### src/rtl/hazard_stall_controller_if.sv
// Pipeline-side signal bundle for hazard_stall_controller: ID/EX/MEM hazard inputs and
// the stall/flush/mult-div control outputs.
`timescale 1ns/1ps
interface hazard_stall_controller_if;
  logic [4:0]  ID_rs;
  logic [4:0]  ID_rt;
  logic        ID_UseRt;
  logic        ID_Branch;
  logic        BranchTaken;
  logic        ID_MdStart;
  logic        ID_MdOp;
  logic        ID_MdRead;
  logic        EX_RegWr;
  logic        EX_MemRead;
  logic [4:0]  EX_write_reg;
  logic        MEM_MemRead;
  logic [4:0]  MEM_write_reg;
  logic        PC_Write;
  logic        IF_ID_Write;
  logic        ID_EX_Flush;
  logic        IF_ID_Flush;
  logic        MdAccept;
  logic        MdBusy;
  logic        MdDone;
  logic [15:0] StallCycles;

  // Pipeline side drives the hazard inputs and consumes the controls.
  modport master (
    output ID_rs, ID_rt, ID_UseRt, ID_Branch, BranchTaken, ID_MdStart, ID_MdOp, ID_MdRead,
           EX_RegWr, EX_MemRead, EX_write_reg, MEM_MemRead, MEM_write_reg,
    input  PC_Write, IF_ID_Write, ID_EX_Flush, IF_ID_Flush, MdAccept, MdBusy, MdDone,
           StallCycles
  );

  modport slave (
    input  ID_rs, ID_rt, ID_UseRt, ID_Branch, BranchTaken, ID_MdStart, ID_MdOp, ID_MdRead,
           EX_RegWr, EX_MemRead, EX_write_reg, MEM_MemRead, MEM_write_reg,
    output PC_Write, IF_ID_Write, ID_EX_Flush, IF_ID_Flush, MdAccept, MdBusy, MdDone,
           StallCycles
  );
endinterface

### src/rtl/hazard_stall_controller.sv
// Load-use / ID-branch hazard stall control plus HI/LO mult/div busy scheduling.
// Optional stall-cycle counter built only when HAZARD_PERF_EN is defined.
`timescale 1ns/1ps
module hazard_stall_controller #(
  parameter int unsigned MULT_LAT = 4,
  parameter int unsigned DIV_LAT  = 32,
  parameter int unsigned CNT_W    = 6
) (
  input logic                      clk,
  input logic                      rst_n,
  hazard_stall_controller_if.slave hz
);

  typedef enum logic {StIdle, StBusy} state_e;

  localparam logic [CNT_W-1:0] MultInit = CNT_W'(MULT_LAT - 1);
  localparam logic [CNT_W-1:0] DivInit  = CNT_W'(DIV_LAT - 1);
  localparam logic [CNT_W-1:0] CntOne   = CNT_W'(1);

  state_e           stateQ, stateD;
  logic [CNT_W-1:0] cntQ, cntD;
  logic             mdDoneQ, mdDoneD;
  logic             mdAccept;

  logic rtLive, exHit, memHit;
  logic loadUse, brEx, brMem, mdConf, stall, busy;

  // $zero never matches; rt only matters when the ID instruction actually reads it.
  function automatic logic regHit(input logic [4:0] wr, input logic [4:0] rs,
                                  input logic [4:0] rt, input logic rtUsed);
    return (wr != 5'd0) && ((wr == rs) || (rtUsed && (wr == rt)));
  endfunction

  assign rtLive  = hz.ID_UseRt | hz.ID_Branch;
  assign exHit   = regHit(hz.EX_write_reg, hz.ID_rs, hz.ID_rt, rtLive);
  assign memHit  = regHit(hz.MEM_write_reg, hz.ID_rs, hz.ID_rt, rtLive);
  assign busy    = (stateQ == StBusy);

  assign loadUse = hz.EX_MemRead & exHit;
  assign brEx    = hz.ID_Branch & hz.EX_RegWr & exHit;
  assign brMem   = hz.ID_Branch & hz.MEM_MemRead & memHit;
  assign mdConf  = busy & (hz.ID_MdStart | hz.ID_MdRead);
  assign stall   = loadUse | brEx | brMem | mdConf;

  // Stall overrides a taken branch: its operands were stale this cycle.
  always_comb begin
    hz.PC_Write    = ~stall;
    hz.IF_ID_Write = ~stall;
    hz.ID_EX_Flush = stall;
    hz.IF_ID_Flush = ~stall & hz.BranchTaken;
    hz.MdAccept    = mdAccept;
    hz.MdBusy      = busy;
    hz.MdDone      = mdDoneQ;
  end

  always_comb begin
    stateD   = stateQ;
    cntD     = cntQ;
    mdDoneD  = 1'b0;
    mdAccept = 1'b0;
    unique case (stateQ)
      StIdle: begin
        if (hz.ID_MdStart && !stall) begin
          mdAccept = 1'b1;
          stateD   = StBusy;
          cntD     = hz.ID_MdOp ? DivInit : MultInit;
        end
      end
      StBusy: begin
        if (cntQ == '0) begin
          stateD  = StIdle;
          mdDoneD = 1'b1;
        end else begin
          cntD = cntQ - CntOne;
        end
      end
    endcase
  end

  always_ff @(posedge clk or negedge rst_n) begin
    if (!rst_n) begin
      stateQ  <= StIdle;
      cntQ    <= '0;
      mdDoneQ <= 1'b0;
    end else begin
      stateQ  <= stateD;
      cntQ    <= cntD;
      mdDoneQ <= mdDoneD;
    end
  end

`ifdef HAZARD_PERF_EN
  logic [15:0] stallCntQ;

  always_ff @(posedge clk or negedge rst_n) begin
    if (!rst_n) begin
      stallCntQ <= 16'h0000;
    end else if (stall && (stallCntQ != 16'hFFFF)) begin
      stallCntQ <= stallCntQ + 16'd1;
    end
  end

  assign hz.StallCycles = stallCntQ;
`else
  assign hz.StallCycles = 16'h0000;
`endif

endmodule

### src/flat_wrapper.sv
// flat-port wrapper written by rule: the top's interface ports become plain ports
module hazard_stall_controller_flat 
#(
  parameter int unsigned MULT_LAT = 4,
  parameter int unsigned DIV_LAT  = 32,
  parameter int unsigned CNT_W    = 6
)
  (clk, rst_n, hz_ID_rs, hz_ID_rt, hz_ID_UseRt, hz_ID_Branch, hz_BranchTaken, hz_ID_MdStart, hz_ID_MdOp, hz_ID_MdRead, hz_EX_RegWr, hz_EX_MemRead, hz_EX_write_reg, hz_MEM_MemRead, hz_MEM_write_reg, hz_PC_Write, hz_IF_ID_Write, hz_ID_EX_Flush, hz_IF_ID_Flush, hz_MdAccept, hz_MdBusy, hz_MdDone, hz_StallCycles);
  hazard_stall_controller_if hz_i ();
  input logic clk;
  input logic rst_n;
  input wire logic [$bits(hz_i.ID_rs)-1:0] hz_ID_rs;
  input wire logic [$bits(hz_i.ID_rt)-1:0] hz_ID_rt;
  input wire logic [$bits(hz_i.ID_UseRt)-1:0] hz_ID_UseRt;
  input wire logic [$bits(hz_i.ID_Branch)-1:0] hz_ID_Branch;
  input wire logic [$bits(hz_i.BranchTaken)-1:0] hz_BranchTaken;
  input wire logic [$bits(hz_i.ID_MdStart)-1:0] hz_ID_MdStart;
  input wire logic [$bits(hz_i.ID_MdOp)-1:0] hz_ID_MdOp;
  input wire logic [$bits(hz_i.ID_MdRead)-1:0] hz_ID_MdRead;
  input wire logic [$bits(hz_i.EX_RegWr)-1:0] hz_EX_RegWr;
  input wire logic [$bits(hz_i.EX_MemRead)-1:0] hz_EX_MemRead;
  input wire logic [$bits(hz_i.EX_write_reg)-1:0] hz_EX_write_reg;
  input wire logic [$bits(hz_i.MEM_MemRead)-1:0] hz_MEM_MemRead;
  input wire logic [$bits(hz_i.MEM_write_reg)-1:0] hz_MEM_write_reg;
  output wire logic [$bits(hz_i.PC_Write)-1:0] hz_PC_Write;
  output wire logic [$bits(hz_i.IF_ID_Write)-1:0] hz_IF_ID_Write;
  output wire logic [$bits(hz_i.ID_EX_Flush)-1:0] hz_ID_EX_Flush;
  output wire logic [$bits(hz_i.IF_ID_Flush)-1:0] hz_IF_ID_Flush;
  output wire logic [$bits(hz_i.MdAccept)-1:0] hz_MdAccept;
  output wire logic [$bits(hz_i.MdBusy)-1:0] hz_MdBusy;
  output wire logic [$bits(hz_i.MdDone)-1:0] hz_MdDone;
  output wire logic [$bits(hz_i.StallCycles)-1:0] hz_StallCycles;
  assign hz_i.ID_rs = hz_ID_rs;
  assign hz_i.ID_rt = hz_ID_rt;
  assign hz_i.ID_UseRt = hz_ID_UseRt;
  assign hz_i.ID_Branch = hz_ID_Branch;
  assign hz_i.BranchTaken = hz_BranchTaken;
  assign hz_i.ID_MdStart = hz_ID_MdStart;
  assign hz_i.ID_MdOp = hz_ID_MdOp;
  assign hz_i.ID_MdRead = hz_ID_MdRead;
  assign hz_i.EX_RegWr = hz_EX_RegWr;
  assign hz_i.EX_MemRead = hz_EX_MemRead;
  assign hz_i.EX_write_reg = hz_EX_write_reg;
  assign hz_i.MEM_MemRead = hz_MEM_MemRead;
  assign hz_i.MEM_write_reg = hz_MEM_write_reg;
  assign hz_PC_Write = hz_i.PC_Write;
  assign hz_IF_ID_Write = hz_i.IF_ID_Write;
  assign hz_ID_EX_Flush = hz_i.ID_EX_Flush;
  assign hz_IF_ID_Flush = hz_i.IF_ID_Flush;
  assign hz_MdAccept = hz_i.MdAccept;
  assign hz_MdBusy = hz_i.MdBusy;
  assign hz_MdDone = hz_i.MdDone;
  assign hz_StallCycles = hz_i.StallCycles;
  hazard_stall_controller #(.MULT_LAT(MULT_LAT), .DIV_LAT(DIV_LAT), .CNT_W(CNT_W)) u_core (.clk(clk), .rst_n(rst_n), .hz(hz_i));
endmodule
### config.mk
export PLATFORM = sky130hd
export DESIGN_NAME = hazard_stall_controller_flat
export DESIGN_NICKNAME = d
export VERILOG_FILES = /design/src/rtl/hazard_stall_controller_if.sv /design/src/rtl/hazard_stall_controller.sv /design/src/flat_wrapper.sv
export SDC_FILE = /design/constraint.sdc
export NUM_CORES = 1
export LEC_CHECK = 0
export ABC_AREA = 1
export CAP_MARGIN = 20
export CORE_MARGIN = 4
export CORE_UTILIZATION = 39
export DETAILED_ROUTE_END_ITERATION = 16
export PLACE_DENSITY = 0.8
export SETUP_SLACK_MARGIN = 0.3
export SLEW_MARGIN = 20
export SYNTH_ARGS = -nofsm -noshare
export SYNTH_HDL_FRONTEND = slang
export SYNTH_SLANG_ARGS = --single-unit
export TNS_END_PERCENT = 10
### constraint.sdc
create_clock -name clk -period 1.8 [get_ports clk]
set_input_delay 0.27 -clock clk [delete_from_list [all_inputs] [get_ports clk]]
set_output_delay 0.27 -clock clk [all_outputs]
set_load 0.05 [all_outputs]
* Yosys cells after proc, flatten, opt, wreduce, memory -nomap -nowiden
Cells that the tools add are included.
Word-level totals: flip-flop bits (word level) 8, bits in latches 0, memory bits (writable) 0, memory bits (read-only) 0, word-level logic and storage cells 46, memories kept 0
Operators by class: $add $sub $neg 1, multipliers 0, divide/modulo/power cells 0, magnitude comparators 0, equal/unequal tests 6, shifts and indexed selects 0, mux-type cells 10, bitwise logic cells 14, reductions and logical operators 12
Operators by type and width (number):
- $eq 5x5->1 | 4
- $mux 6 | 2
- $pmux 6 s2 | 1
- $reduce_bool 5->1 | 2
- $and 1x1->1 | 7
- $logic_not 6->1 | 1
- $sub 6x1->6 const B | 1
- $logic_and 1x1->1 | 5
- $mux 1 | 5
- $mux 5 | 1
- $or 1x1->1 | 5
- $logic_or 1x1->1 | 2
- $ne 2x1->1 const B | 1
- $ne 2x2->1 const B | 1
- $not 1->1 | 2
- $pmux 1 s2 | 1
- $reduce_and 2->1 | 1
- $logic_not 1->1 | 1

* Depth between registers and ports, before layout
Gate-level depths: netlist of the first run.
depth in word-level cells 12, depth in mapped cells 11, mapped depth without buffers 11

* Worst setup path before layout of the first run
Ideal clock, no wire load.
kind reg2out, start register u_core.stateQ, in the netlist u_core.hz.MdBusy, end output port hz_IF_ID_Flush, arrival 2.194 ns, required time 1.530 ns, setup slack -0.664 ns, cell stages (with the launch flop) 4, cell sequence dfrtp_1 o21ai_1 nand3_1 nor2_1
On the way: word-level cells in the longest chain between the ends 4
Ends and longest elaborated chain:
- start: declaration | RTL line hazard_stall_controller.sv:20 | state_e stateQ, stateD;
- start signal: assignment | RTL line hazard_stall_controller.sv:82 | stateQ <= StIdle;
- start signal: assignment | RTL line hazard_stall_controller.sv:86 | stateQ <= stateD;
- $and 1x1->1 | RTL line hazard_stall_controller.sv:42 | assign mdConf = busy & (hz.ID_MdStart | hz.ID_MdRead);
- $or 1x1->1 | RTL line hazard_stall_controller.sv:43 | assign stall = loadUse | brEx | brMem | mdConf;
- named net hz_ID_EX_Flush | RTL line flat_wrapper.sv:27 | output wire logic [$bits(hz_i.ID_EX_Flush)-1:0] hz_ID_EX_Flush;
- $not 1->1 | RTL line hazard_stall_controller.sv:50 | hz.IF_ID_Flush = ~stall & hz.BranchTaken;
- $and 1x1->1 | RTL line hazard_stall_controller.sv:50
- end: declaration | RTL line flat_wrapper.sv:28 | output wire logic [$bits(hz_i.IF_ID_Flush)-1:0] hz_IF_ID_Flush;
The timed path passes the listed nets, and every way through them passes these cells.

* Worst setup path in the final report of the first run
start input port hz_ID_rs[0], end output port hz_PC_Write
On the way: word-level cells in the longest chain between the ends 8, elaborated cells on any way between the ends 13, those cells by class 2 x eq/ne; 7 x bitwise; 4 x reduce/logical
Ends and longest elaborated chain:
- start: declaration | RTL line flat_wrapper.sv:12 | input wire logic [$bits(hz_i.ID_rs)-1:0] hz_ID_rs;
- $eq 5x5->1 | RTL line hazard_stall_controller.sv:31 | return (wr != 5'd0) && ((wr == rs) || (rtUsed && (wr == rt)));
- $logic_or 1x1->1 | RTL line hazard_stall_controller.sv:31
- $logic_and 1x1->1 | RTL line hazard_stall_controller.sv:31
- $and 1x1->1, on equally long branches | RTL line hazard_stall_controller.sv:39, hazard_stall_controller.sv:40
- $or 1x1->1 | RTL line hazard_stall_controller.sv:43
- $or 1x1->1 (*) (2 in a row) | RTL line hazard_stall_controller.sv:43
- $not 1->1 (*) | RTL line hazard_stall_controller.sv:47 | hz.PC_Write = ~stall;
- end: declaration | RTL line flat_wrapper.sv:25 | output wire logic [$bits(hz_i.PC_Write)-1:0] hz_PC_Write;
Mark *: on every way between the ends. The rest lies on a longest branch, timed or not.

==> impl_metrics.ini, run 1 <==
[run_status]
status = completed

[sta]
max_freq_mhz = 630
maxSlewViolCount = 0
worst_slack_ns = 0.211
fin_setup_tns_ns = 0
hold_viol = 0
period_share = 0.883
rsz0062_at_grt = yes
fin_crit_ns = 1.59
finClkSkew_ns = 0.00114
final-setup-viol-count = 0

[synthesis]
ys_seq_elements = 8
synth_area_leaders = nand2_1 (21%), dfrtp_1 (20%), buf_4 (12%), inv_1 (11%), nor2_1 (7.0%)
postSynthAreaPerCell_sq_um = 5.78
syn-instance-count = 177
ys.warnings.count = 0
synth_cell_type_count = 20
syn_area_sq_um = 1020
yosysTopAreaCell = nand2_1
synth_top_area_frac = 0.213
ys_seq_area_frac = 0.196

[cts]
clk_latency_ns = 0.25
cts-hold-fix-buffers = 0
path_clk_slew_ns = 0.06
cts_buffer_depth = 2
cts_tree = done
htree_levels = 1
cts_buffers = 3
cts_num_sinks = 8
cts_root_buffer = clkbuf_4

[power]
switching_power_mw = 0.791
power_mw = 1.60
irDropWorstVdd_uv = 1130
p_clk_frac = 0.091
cellPowerDensity_nw_per_um2 = 962
internal_power_mw = 0.807
comb_power_share = 0.700
leakage_nw = 0.962
sw_frac_of_total = 0.495
seqPwrFrac = 0.209

[global_routing]
grtUsageTotal = 0.153
grt_pass1_wl_um = 4160
grt_antenna_before_repair = 0
grt_overflow_total = 0
grt_max_degree = 10
first_global_vias = 1030

[floorplanning]
start_util = 0.409
rows = 18
die_h_um = 59.2
die_area_sq_um = 3510
die_w_um = 59.2
ioPinCount = 54
core_sq_um = 2500

[placement]
dp_slack_ns = -0.335
hpwl_um = 2170
place_congestion = 0.858
io_buffers = 37

[cells_and_area]
area_delta_synth_final_pct = 62.2
n_fill_cell = 217
most-common-layout-cells = nand2_1 (51), inv_1 (16), nor2_1 (16), conb_1 (16), buf_4 (16)
drive_gt1_frac = 0.383
n_antenna_cell = 0
nets = 263
mostFrequentLayoutCell = nand2_1

[worst_setup_path]
path_class = in -> out
critical_path_peak_fanout = 3
start_kind = input pin
worst_ep_required_time_ns = 1.53
crit_path_end_kind = output pin
crit_arrival_ns = 1.32

[route]
wire_per_inst_um = 10.8
totalWireLength_um = 2820
viasPerCell = 4.48
ant_nets = 0
dr.pass1.iters = 4
drtIter0Drc = 48
drc_errors = 0
via_count = 1166

[run]
cap_viol_max_count = 0

[min_path]
hold_path_class = in -> async
-- timing repair --
item                       in CTS  in global routing
buffers inserted                1                  4
setup endpoints to repair      13                 12
gates cloned                    0                  0
pin swaps                      19                 29
resized for setup              89                 62
-- through the flow --
| stage | hold slack [ns] | utilization | std cells | cell area [sq um] |
|---|---|---|---|---|
| finish | 0.297 | 0.664 | 260 | 1660 |
| global route | 0.311 | 0.664 | 260 | 1660 |
| CTS | 0.308 | 0.606 | 256 | 1510 |
| detailed placement | 0.504 | 0.610 | 251 | 1520 |
| global placement | 0.490 | 0.610 | 251 | 1520 |
| floorplan | -0.0256 | - | 192 | 1140 |
-- critical path, stage by stage --
cell and delay (ns):
buf_8 0.10, xor2_1 0.15, nor2_1 0.13, nand3_1 0.10, nand2_1 0.09, nand2_2 0.08
nand3_4 0.10, clkinvlp_4 0.14, buf_12 0.17
-- cells by family (layout without fill, tap and decap cells) --
family / Yosys count / after routing / synth area share
AND/OR/NAND/NOR: 100 / 100 / 0.430
buffers and inverters: 50 / 88 / 0.246
AO/OA/AOI/OAI: 10 / 10 / 0.0526
flip-flops: 8 / 8 / 0.196
XOR/XNOR: 7 / 7 / 0.0599
adder cells (fa/ha/maj): 1 / 1 / 0.0122
other: 1 / 16 / 0.00366
-- cell usage after synthesis --
master   count
a21oi_1      2
buf_4       17
conb_1       1
dfrtp_1      8
ha_1         1
inv_1       29
inv_2        4
nand2_1     58
nand2_2      4
nand2_4      2
nand3_1     13
nand4_1      2
nand4_4      1
nor2_1      19
nor3_1       1
o21ai_0      5
o21ai_1      2
o21ai_2      1
xnor2_1      2
xor2_1       5
-- registers in the layout (all words and copies together), names as in the netlist --
| register | count |
|---|---|
| u_core.cntQ | 6 |
| u_core.hz.MdBusy | 1 |
| u_core.hz.MdDone | 1 |
-- metal layers --
layer,part of all wire,track usage
met5,0,0
met4,0.016,0.0356
met2,0.53,0.282
met1,0.39,0.175
met3,0.060,0.0349
-- final timing paths --
check	end	from	slack [ns]	cells past startpoint
min in group clk	u_core.cntQ[3]$_DFFE_PN0P_	u_core.cntQ[3]$_DFFE_PN0P_	0.53	2
max in group asynchronous	u_core.hz.MdBusy$_DFF_PN0_	rst_n	1.21	1
setup reg to reg	u_core.cntQ[4]$_DFFE_PN0P_	u_core.cntQ[0]$_DFFE_PN0P_	0.24	11
hold / removal	u_core.hz.MdDone$_DFF_PN0_	rst_n	0.30	1
hold reg to reg	u_core.cntQ[3]$_DFFE_PN0P_	u_core.cntQ[3]$_DFFE_PN0P_	0.53	2
setup / recovery	hz_PC_Write	hz_ID_rs[0]	0.21	9
-- power groups by stage --
stage	Clock [mW]	Combinational [mW]	Sequential (mW)
detailed placement	0	0.995	0.338
CTS	0.153	0.992	0.336
global route	0.168	1.21	0.339
floorplan	0	0.657	0.366
global placement	0	0.979	0.333
finish	0.146	1.12	0.334
-- cell type report --
cell class	instances	area, sq um	area share
multi-input cells	134	718	0.433
repair buffers	51	532	0.320
flip-flops and latches	8	204	0.123
inverters	33	143	0.0859
well taps	30	37.5	0.0226
clock buffers	4	26.3	0.0158
(Power assumes the default switching activity.)
==> run 2, diff against run 1 <==
--- a/config.mk
+++ b/config.mk
@@ -5,14 +5,13 @@
 export SDC_FILE = /design/constraint.sdc
 export NUM_CORES = 1
 export LEC_CHECK = 0
-export ABC_AREA = 1
 export CAP_MARGIN = 20
 export CORE_MARGIN = 4
-export CORE_UTILIZATION = 39
+export CORE_UTILIZATION = 37
 export DETAILED_ROUTE_END_ITERATION = 16
+export GPL_TIMING_DRIVEN = 0
 export PLACE_DENSITY = 0.8
 export SETUP_SLACK_MARGIN = 0.3
-export SLEW_MARGIN = 20
 export SYNTH_ARGS = -nofsm -noshare
 export SYNTH_HDL_FRONTEND = slang
 export SYNTH_SLANG_ARGS = --single-unit
==> run 2 against run 1 <==
The run now ends with setup timing left; maximum frequency shrank 21%; count of clock-buffer cells in the layout stayed put; non-clock buffer count grew 6; global-route usage rose by 1.6 points; hold slack got worse by 0.010 ns; sequential power up 6.6%; setup slack worse by 0.42 ns; synthesized cell count is 43% lower; critical path type unchanged; largest power group unchanged; highest routed layer unchanged.
==> impl_metrics.ini, run 2 <==
[run_status]
status = finished, violations left
violations = setup timing

[worst_setup_path]
worst_ep_required_time_ns = 1.53
crit_family = buffers and inverters
crit_chain = clkdlybuf4s15_1, xnor2_1, nand3_1, o32a_1, o22a_4, nand2_8, clkinvlp_4, buf_8, buf_8
crit_buf_inv = 4
cp_slowest_cell = o22a_4
crit_path_end_kind = output pin
crit_arrival_ns = 1.74
crit_top_cell = buf_8
regToRegSetupSlack_ns = 0.26
path_class = in -> out
max_stage_delay_ns = 0.30
start_kind = input pin
critical_path_peak_fanout = 3

[synthesis]
netlist_top_cells_count = xnor2_1 (18), buf_4 (17), dfrtp_1 (8), nand2_1 (7), nor2_1 (5)
syn_area_sq_um = 882
ys_seq_area_frac = 0.227
synth_top_area_frac = 0.227
ys.warnings.count = 0
synth_cell_type_count = 37
syn-instance-count = 101
ys.flop_type = dfrtp_1
yosysTopAreaCell = dfrtp_1
synth-edff-count = 0
yosysMostFrequentCell = xnor2_1
postSynthAreaPerCell_sq_um = 8.73
async_flop_share = 1.00
synth_area_leaders = dfrtp_1 (23%), xnor2_1 (18%), buf_4 (14%), mux2i_1 (3.4%), nand2_1 (3.0%)
ys_seq_elements = 8

[floorplanning]
ioPinCount = 54
rows = 17
die_area_sq_um = 3230
die_w_um = 56.8
core_sq_um = 2230
die_h_um = 56.8
start_util = 0.395

[global_routing]
first_global_vias = 914
grtUsageTotal = 0.169
grt_antenna_before_repair = 0
grtUsageMet3 = 0.0368
top_usage_layer = met2
grt_overflow_total = 0
grt_use_met2 = 0.287
use_met1 = 0.203
grt_pass1_wl_um = 4300
grt_max_degree = 9

[cells_and_area]
mostFrequentLayoutCell = buf_4
n_fill_cell = 181
area_delta_synth_final_pct = 75.5
largest_reg_flops = 6
n_antenna_cell = 0
drive_gt1_frac = 0.484
nets = 192
most-common-layout-cells = buf_4 (20), conb_1 (16), xnor2_1 (10), buf_6 (10)
regMostFlops = u_core.cntQ

[placement]
dp_slack_ns = -1.26
place_congestion = 0.888
hpwl_um = 1950
io_buffers = 37

[route]
ant_nets = 0
dr.pass1.iters = 5
totalWireLength_um = 2740
wire_per_inst_um = 14.6
drtIter0Drc = 11
viasPerCell = 4.88
via_count = 913
drc_errors = 0

[cts]
cts_root_buffer = clkbuf_4
cts_buffer_depth = 2
cts-hold-fix-buffers = 0
cts_num_sinks = 8
clk_latency_ns = 0.26
htree_levels = 1
cts_buffers = 3
cts_tree = done
path_clk_slew_ns = 0.06

[sta]
whs_ns = 0.287
period_share = 1.12
maxSlewViolCount = 0
fin_crit_ns = 2.01
final-setup-viol-count = 5
max_freq_mhz = 498
rsz0062_at_grt = yes
worst_slack_ns = -0.209
hold_viol = 0
fin_setup_tns_ns = -0.792
finClkSkew_ns = 0.000826

[power]
power_mw = 1.54
p_clk_frac = 0.100
leakage_nw = 0.702
comb_power_share = 0.668
sw_frac_of_total = 0.476
cellPowerDensity_nw_per_um2 = 994
internal_power_mw = 0.806
switching_power_mw = 0.733
seqPwrFrac = 0.231
irDropWorstVdd_uv = 724

[run]
cap_viol_max_count = 0

[min_path]
hold_path_class = in -> async
## run 2: cell types whose count changed after synthesis, sizes merged, moves of 3 or more
cell,change
inv,-30
mux2i,+3
nand2,-57
nand3,-10
nor2,-14
o21ai,-5
xnor2,+16
xor2,-3
## run 2: what timing repair did
| action | CTS | global route |
|---|---|---|
| setup endpoints to repair | 14 | 12 |
| resized for setup | 133 | 22 |
| pin swaps | 15 | 19 |
| hold endpoints to repair | 0 | 0 |
| buffers inserted | 0 | 2 |
## run 2: through the flow
step                std cells   util  instance area (sq um)
finish                    187  0.693                   1550
global placement          181  0.626                   1400
global route              187  0.693                   1550
detailed placement        181  0.626                   1400
floorplan                 116      -                    992
CTS                       185  0.669                   1490
## run 2: power by group through the flow
| stage | Sequential [mW] | Clock (mW) | Combinational, mW |
|---|---|---|---|
| 2_1_floorplan | 0.360 | 0 | 0.657 |
| 3_3_place_gp | 0.328 | 0 | 0.914 |
| 3_5_place_dp | 0.331 | 0 | 0.934 |
| 4_1_cts | 0.334 | 0.162 | 0.958 |
| 5_1_grt | 0.368 | 0.174 | 1.11 |
| 6_report | 0.356 | 0.154 | 1.03 |
## run 2: worst paths after layout
path / cells after the start / end / startpoint
worst max register to register: 6 / u_core.cntQ[0]$_DFFE_PN0P_ / u_core.cntQ[1]$_DFFE_PN0P_
max in group asynchronous: 1 / u_core.cntQ[3]$_DFFE_PN0P_ / rst_n
min in group clk: 2 / u_core.cntQ[1]$_DFFE_PN0P_ / u_core.cntQ[1]$_DFFE_PN0P_
worst min register to register: 2 / u_core.cntQ[1]$_DFFE_PN0P_ / u_core.cntQ[1]$_DFFE_PN0P_
worst max-delay path: 9 / hz_PC_Write / hz_ID_rs[4]
worst min-delay path: 1 / u_core.cntQ[2]$_DFFE_PN0P_ / rst_n
## run 2: per-layer routing
metal	vias up	part of all wire
li1	446	-
met3	5	0.084
met4	0	0.019
met1	412	0.40
met5	-	0
met2	50	0.49
## run 2: area by class of cell
cell class | count | area [sq um] | area share
Timing Repair Buffer | 39 | 373 | 0.241
Clock buffer | 4 | 26.3 | 0.0170
Sequential cell | 8 | 204 | 0.132
Buffer | 18 | 140 | 0.0905
Multi-Input combinational cell | 86 | 751 | 0.485
Inverter | 4 | 18.8 | 0.0121
Tap cell | 28 | 35.0 | 0.0226
## run 2: kinds of logic (layout without fill, tap and decap cells)
family / Yosys count / after routing / share of synthesized area
buf+inv: 22 / 65 / 0.166
fa+ha+maj: 1 / 1 / 0.0142
flops: 8 / 8 / 0.227
mux: 5 / 5 / 0.0638
other cells: 1 / 16 / 0.00425
compound gates: 17 / 17 / 0.170
simple gates: 27 / 27 / 0.156
xor+xnor: 20 / 20 / 0.199
